$ cat config.mk
export PLATFORM = sky130hd
export DESIGN_NAME = serial_adder_ctrl_flat
export DESIGN_NICKNAME = d
export VERILOG_FILES = /design/src/rtl/serial_adder_ctrl_if.sv /design/src/rtl/serial_adder_ctrl.sv /design/src/flat_wrapper.sv
export SDC_FILE = /design/constraint.sdc
export NUM_CORES = 1
export LEC_CHECK = 0
export ABC_AREA = 1
export BUFFER_PORTS_ARGS = -buffer_cell sky130_fd_sc_hd__buf_2
export CAP_MARGIN = 0
export CORE_ASPECT_RATIO = 0.5
export CORE_MARGIN = 3
export CORE_UTILIZATION = 47
export DETAILED_ROUTE_END_ITERATION = 7
export PLACE_DENSITY = 0.68
export REMOVE_ABC_BUFFERS = 1
export SLEW_MARGIN = 5
export SYNTH_ARGS = -nofsm -noshare
export SYNTH_HDL_FRONTEND = slang
export SYNTH_SLANG_ARGS = --single-unit
$ cat constraint.sdc
create_clock -name clk -period 1.7 [get_ports clk]
set_clock_uncertainty 0.05 [all_clocks]
set_input_delay 0.17 -clock clk [delete_from_list [all_inputs] [get_ports clk]]
set_output_delay 0.17 -clock clk [all_outputs]
set_load 0.01 [all_outputs]
$ cat src/rtl/serial_adder_ctrl_if.sv
// ---------------------------------------------------------------------------
// serial_adder_ctrl_if
// Bundle of the start/busy/done handshake and data between a requester and
// the bit-serial adder controller.
//   start     : request; sampled only while the controller is idle
//   a, b, cin : operands and initial carry, captured on the accepted start
//   busy      : controller is running or presenting a result
//   done      : one-cycle pulse, result valid
//   sum       : registered WIDTH-bit result
//   cout, ovf : registered final carry and signed overflow
// Modports: master = requester side, slave = controller side.
// ---------------------------------------------------------------------------
interface serial_adder_ctrl_if #(
  parameter int WIDTH = 8
);
  logic             start;
  logic [WIDTH-1:0] a;
  logic [WIDTH-1:0] b;
  logic             cin;
  logic             busy;
  logic             done;
  logic [WIDTH-1:0] sum;
  logic             cout;
  logic             ovf;

  modport master (
    output start, a, b, cin,
    input  busy, done, sum, cout, ovf
  );

  modport slave (
    input  start, a, b, cin,
    output busy, done, sum, cout, ovf
  );
endinterface

$ cat src/rtl/serial_adder_ctrl.sv
// ---------------------------------------------------------------------------
// serial_adder_ctrl
// Bit-serial adder controller. Sequences one combinational 1-bit full-adder
// cell over a WIDTH-bit operand pair, LSB first, one bit per clock. The
// ripple carry lives in a register between cycles. Sum, carry-out and signed
// overflow are registered and only change on the cycle the result completes.
// Ports:
//   clk : rising-edge clock
//   rst : synchronous, active-high reset (priority over start)
//   bus : serial_adder_ctrl_if.slave (start/a/b/cin in, busy/done/sum/cout/ovf out)
// Latency: start accepted in cycle 0, done in cycle WIDTH+1, next accept in
// cycle WIDTH+2.
// ---------------------------------------------------------------------------
module serial_adder_ctrl #(
  parameter int WIDTH = 8
) (
  input  logic                clk,
  input  logic                rst,
  serial_adder_ctrl_if.slave  bus
);

  localparam int CW = (WIDTH > 1) ? $clog2(WIDTH) : 1;

  localparam logic [1:0] ST_IDLE = 2'b00;
  localparam logic [1:0] ST_RUN  = 2'b01;
  localparam logic [1:0] ST_DONE = 2'b10;

  localparam logic [CW-1:0] CNT_PEN  = CW'(WIDTH - 2);
  localparam logic [CW-1:0] CNT_LAST = CW'(WIDTH - 1);
  localparam logic [CW-1:0] CNT_ONE  = CW'(1);

  logic [1:0]       state_r;
  logic [WIDTH-1:0] sa_r;
  logic [WIDTH-1:0] sb_r;
  logic [WIDTH-1:0] sr_r;
  logic             c_r;
  logic             cm_r;
  logic [CW-1:0]    cnt_r;
  logic             busy_r;
  logic             done_r;
  logic [WIDTH-1:0] sum_r;
  logic             cout_r;
  logic             ovf_r;

  logic [1:0]       fa_s;
  logic             s_s;
  logic             co_s;
  logic [WIDTH-1:0] result_s;

  // 1-bit full-adder cell; returns {carry, sum}.
  function automatic logic [1:0] full_add(input logic x, input logic y, input logic ci);
    return {(x & y) | (x & ci) | (y & ci), x ^ y ^ ci};
  endfunction

  // Shared full-adder cell on the current LSBs and the carry register.
  always_comb begin
    fa_s     = full_add(sa_r[0], sb_r[0], c_r);
    s_s      = fa_s[0];
    co_s     = fa_s[1];
    result_s = {s_s, sr_r[WIDTH-1:1]};
  end

  // Controller state, shift registers and registered outputs.
  always_ff @(posedge clk) begin
    if (rst) begin
      state_r <= ST_IDLE;
      sa_r    <= '0;
      sb_r    <= '0;
      sr_r    <= '0;
      c_r     <= 1'b0;
      cm_r    <= 1'b0;
      cnt_r   <= '0;
      busy_r  <= 1'b0;
      done_r  <= 1'b0;
      sum_r   <= '0;
      cout_r  <= 1'b0;
      ovf_r   <= 1'b0;
    end else begin
      case (state_r)
        ST_IDLE: begin
          if (bus.start) begin
            sa_r    <= bus.a;
            sb_r    <= bus.b;
            c_r     <= bus.cin;
            cnt_r   <= '0;
            busy_r  <= 1'b1;
            state_r <= ST_RUN;
          end else begin
            state_r <= ST_IDLE;
          end
        end
        ST_RUN: begin
          sa_r <= {1'b0, sa_r[WIDTH-1:1]};
          sb_r <= {1'b0, sb_r[WIDTH-1:1]};
          sr_r <= result_s;
          c_r  <= co_s;
          // Carry leaving bit WIDTH-2 is the carry into the MSB; keep it for
          // the overflow decision on the following (MSB) step.
          if (cnt_r == CNT_PEN) begin
            cm_r <= co_s;
          end else begin
            cm_r <= cm_r;
          end
          if (cnt_r == CNT_LAST) begin
            // Counter is held here so it never wraps for power-of-two WIDTH.
            state_r <= ST_DONE;
            done_r  <= 1'b1;
            sum_r   <= result_s;
            cout_r  <= co_s;
            ovf_r   <= co_s ^ cm_r;
          end else begin
            cnt_r   <= cnt_r + CNT_ONE;
          end
        end
        ST_DONE: begin
          // Any start seen here is dropped, not queued.
          done_r  <= 1'b0;
          busy_r  <= 1'b0;
          state_r <= ST_IDLE;
        end
        default: begin
          done_r  <= 1'b0;
          busy_r  <= 1'b0;
          state_r <= ST_IDLE;
        end
      endcase
    end
  end

  assign bus.busy = busy_r;
  assign bus.done = done_r;
  assign bus.sum  = sum_r;
  assign bus.cout = cout_r;
  assign bus.ovf  = ovf_r;

endmodule
$ cat src/flat_wrapper.sv
// flat-port wrapper written by rule: the top's interface ports become plain ports
module serial_adder_ctrl_flat 
#(
  parameter int WIDTH = 8
)
  (clk, rst, bus_start, bus_a, bus_b, bus_cin, bus_busy, bus_done, bus_sum, bus_cout, bus_ovf);
  serial_adder_ctrl_if #(.WIDTH(WIDTH)) bus_i ();
  input  logic clk;
  input  logic rst;
  input wire logic [$bits(bus_i.start)-1:0] bus_start;
  input wire logic [$bits(bus_i.a)-1:0] bus_a;
  input wire logic [$bits(bus_i.b)-1:0] bus_b;
  input wire logic [$bits(bus_i.cin)-1:0] bus_cin;
  output wire logic [$bits(bus_i.busy)-1:0] bus_busy;
  output wire logic [$bits(bus_i.done)-1:0] bus_done;
  output wire logic [$bits(bus_i.sum)-1:0] bus_sum;
  output wire logic [$bits(bus_i.cout)-1:0] bus_cout;
  output wire logic [$bits(bus_i.ovf)-1:0] bus_ovf;
  assign bus_i.start = bus_start;
  assign bus_i.a = bus_a;
  assign bus_i.b = bus_b;
  assign bus_i.cin = bus_cin;
  assign bus_busy = bus_i.busy;
  assign bus_done = bus_i.done;
  assign bus_sum = bus_i.sum;
  assign bus_cout = bus_i.cout;
  assign bus_ovf = bus_i.ovf;
  serial_adder_ctrl #(.WIDTH(WIDTH)) u_core (.clk(clk), .rst(rst), .bus(bus_i));
endmodule
==> impl_metrics.sql <==
INSERT INTO impl_metrics (metric_group, metric, value, unit) VALUES
('clock_tree', 'ctsRootBufferMaster', 'sky130_fd_sc_hd__clkbuf_8', ''),
('floorplanning', 'num_io_pins', '32', ''),
('clock_tree', 'htree_num_levels', '2', ''),
('clock_tree', 'cts_tree', 'built', ''),
('clock_tree', 'holdBufCountCts', '0', ''),
('setup_path', 'cp_cell_sequence', 'ha_1 > ha_1 > inv_1 > nor2_8 > inv_2 > nor2_1 > nor2_1', ''),
('sta', 'report.final.setup_viol', '0', ''),
('synth', 'post_synth_inst_count', '261', ''),
('route', 'drc', '0', ''),
('setup_path', 'critical_path_class', 'reg -> reg', ''),
('global_route', 'antenna_violations_before_repair', '0', ''),
('min_path', 'whs_path_depth', '3', ''),
('setup_path', 'slowest_stage', 'sky130_fd_sc_hd__dfxtp_1', ''),
('floorplanning', 'initial_core_util', '0.502', ''),
('placement', 'numPortBuffers', '31', ''),
('cells_and_area', 'area_growth', '11.8', '%'),
('route', 'post_drt_via_cell_ratio', '4.90', ''),
('setup_path', 'startpoint_type', 'register', ''),
('synth', 'syn-mean-instance-area', '7.74', 'sq um'),
('synth', 'synth.largest_area_cell', 'sky130_fd_sc_hd__dfxtp_1', ''),
('synth', 'cell_area_after_synthesis', '0.00202', 'sq mm'),
('global_route', 'grt_usage', '0.161', ''),
('sta', 'layout_worst_path_cycle_share', '0.862', ''),
('placement', 'place_congestion', '0.757', ''),
('setup_path', 'worstReg2RegEnd', 'u_core.bus.sum[2]', ''),
('status', 'outcome', 'complete, no violations', ''),
('floorplanning', 'rows', '16', ''),
('synth', 'ys_ff_latch', '42', ''),
('setup_path', 'critPathArrivalTime', '1.61', 'ns'),
('setup_path', 'crit_path_max_incr_delay', '0.36', 'ns'),
('route', 'dr_total_vias', '1692', ''),
('synth', 'synth_cell_types', '26', ''),
('sta', 'final-max-slew-violation-count', '0', ''),
('cells_and_area', 'layout_commonest_cell', 'sky130_fd_sc_hd__dfxtp_1', ''),
('pwr', 'power', '1.97', 'mW'),
('setup_path', 'setup.worst_path.end_class', 'register', ''),
('floorplanning', 'die_area', '0.00517', 'sq mm'),
('synth', 'synth_seq_area_share', '0.416', ''),
('cells_and_area', 'layout.core_utilization', '0.562', ''),
('cells_and_area', 'fillers', '398', ''),
('setup_path', 'timing.critical_path.buf_inv', '2', ''),
('sta', 'finalHoldViolCount', '0', ''),
('clock_tree', 'clock_slew_at_reported_path_ffs', '0.08', 'ns'),
('global_route', 'first_global_vias', '1510', ''),
('cells_and_area', 'most-common-layout-cells', '42 x sky130_fd_sc_hd__dfxtp_1, 41 x sky130_fd_sc_hd__inv_1, 41 x sky130_fd_sc_hd__nand3_1', ''),
('setup_path', 'critPathMaxFanout', '10', ''),
('cells_and_area', 'layout-drive-gt1-share', '0.237', ''),
('min_path', 'whs_endpoint', 'u_core.sb_r[7]', ''),
('pwr', 'power.density_cell_area', '873', 'mW/mm^2'),
('clock_tree', 'cts.sinks', '42', ''),
('route', 'post_drt_wl_per_cell', '11.5', 'microns'),
('floorplanning', 'die_w', '98.7', 'microns'),
('clock_tree', 'ctsLongestPathBuffers', '2', ''),
('placement', 'pre_cts_slack', '0.248', 'ns'),
('floorplanning', 'die_height', '52.4', 'microns'),
('clock_tree', 'cts_inserted_buffers', '5', ''),
('setup_path', 'ff2ff_setup_slack', '0.23', 'ns'),
('global_route', 'grt_pass1_wl', '6700', 'microns'),
('route', 'first_pass_iters', '4', ''),
('cells_and_area', 'n_antenna_cell', '0', ''),
('sta', 'worstMarginPinSlew', '0.589', 'ns'),
('setup_path', 'r2r_cells', '7', ''),
('sta', 'fin_worst_setup_slack', '0.234', 'ns'),
('global_route', 'pin_count_of_the_biggest_net_entering_global_routing', '28', ''),
('clock_tree', 'total_of_cells_resized_after_clock_tree_synthesis', '0', ''),
('pwr', 'max-vdd-ir-drop', '0.373', 'mV'),
('synth', 'yosys_warnings', '0', ''),
('setup_path', 'cp_data_required_time', '1.84', 'ns'),
('sta', 'fin_setup_tns', '0', 'ns'),
('route', 'postRouteAntennaNets', '0', ''),
('min_path', 'hold_crit_class', 'in -> reg', '');
[worst max path at each step]
stage / from / endpoint / slack [ns] / depth (start not counted)
final: u_core.cnt_r[1] / u_core.bus.sum[2] / 0.23 / 7
after global routing: u_core.cnt_r[1] / u_core.bus.sum[1] / 0.11 / 7
after CTS: u_core.cnt_r[1] / u_core.bus.sum[1] / 0.23 / 7
after detailed placement: u_core.cnt_r[1] / u_core.bus.sum[1] / 0.25 / 7
after global placement: u_core.cnt_r[1] / u_core.bus.sum[1] / 0.33 / 7
after floorplan: u_core.state_r[0] / u_core.bus.sum[1] / 0.23 / 5
[power breakdown]
part           switching, mW  internal, mW  leakage [nW]
clock                  0.354         0.289        0.0441
sequential            0.0306          1.04         0.344
combinational          0.160         0.105         0.731
[cells by family (layout without fill, tap and decap cells)]
kind of cell / count (synthesis) / after routing / share of synthesized area
compound gates: 40 / 40 / 0.119
xor+xnor: 1 / 1 / 0.00434
flops: 42 / 42 / 0.416
buf+inv: 57 / 87 / 0.134
fa+ha+maj: 4 / 4 / 0.0285
simple gates: 117 / 117 / 0.298
[Yosys cell counts]
cell type / count
sky130_fd_sc_hd__dfxtp_1: 42
sky130_fd_sc_hd__inv_1: 41
sky130_fd_sc_hd__nand3_1: 41
sky130_fd_sc_hd__nor2_1: 33
sky130_fd_sc_hd__nand2_1: 29
sky130_fd_sc_hd__o21ai_0: 18
sky130_fd_sc_hd__a21oi_1: 10
sky130_fd_sc_hd__a21oi_2: 9
sky130_fd_sc_hd__nand3_2: 8
sky130_fd_sc_hd__buf_2: 4
sky130_fd_sc_hd__buf_4: 3
sky130_fd_sc_hd__buf_6: 3
sky130_fd_sc_hd__ha_1: 3
sky130_fd_sc_hd__clkbuf_1: 2
sky130_fd_sc_hd__inv_2: 2
sky130_fd_sc_hd__nand2_8: 2
sky130_fd_sc_hd__o22ai_1: 2
sky130_fd_sc_hd__buf_12: 1
sky130_fd_sc_hd__fa_1: 1
sky130_fd_sc_hd__inv_4: 1
sky130_fd_sc_hd__nand2_4: 1
sky130_fd_sc_hd__nand4_1: 1
sky130_fd_sc_hd__nor2_2: 1
sky130_fd_sc_hd__nor2_8: 1
sky130_fd_sc_hd__o21ai_2: 1
sky130_fd_sc_hd__xor2_1: 1
[flip-flops by register name (all words and copies together) (netlist names)]
name             flops
u_core.sb_r          8
u_core.cm_r          1
u_core.sa_r          8
u_core.state_r       2
u_core.cnt_r         3
u_core.bus.ovf       1
u_core.bus.done      1
u_core.bus.busy      1
u_core.sr_r          7
u_core.c_r           1
u_core.bus.sum       8
u_core.bus.cout      1
[worst reg2reg max path, stage by stage (launching register included)]
cell	delay, ns
sky130_fd_sc_hd__dfxtp_1	0.36
sky130_fd_sc_hd__ha_1	0.15
sky130_fd_sc_hd__ha_1	0.20
sky130_fd_sc_hd__inv_1	0.13
sky130_fd_sc_hd__nor2_8	0.18
sky130_fd_sc_hd__inv_2	0.10
sky130_fd_sc_hd__nor2_1	0.12
sky130_fd_sc_hd__nor2_1	0.06
[area by class of cell]
class / count / area (sq um) / share of cell area
multi-input combinational: 162 / 908 / 0.402
clock inverter: 3 / 21.3 / 0.00941
timing repair buffer: 35 / 185 / 0.0819
clock buffer: 5 / 68.8 / 0.0305
inverter: 44 / 168 / 0.0742
tap: 54 / 67.6 / 0.0299
sequential: 42 / 841 / 0.372
[layer usage]
metal  share of wire  global-route usage  wire, microns  vias up
li1                -                   -              -      888
met1            0.51               0.209           2010      773
met2            0.46               0.267           1810       28
met3           0.030              0.0398            118        3
met4          0.0043              0.0499             17        0
met5               0                   0              0        -
[through the flow]
step	hold slack [ns]	area, sq um	std cells
after global routing	0.0895	2260	345
after CTS	0.0668	2260	345
final	0.0732	2260	345
after global placement	0.369	2170	337
after detailed placement	0.375	2170	337
after floorplan	0.182	1920	248
Note: power is estimated with default switching activity, not from simulation.
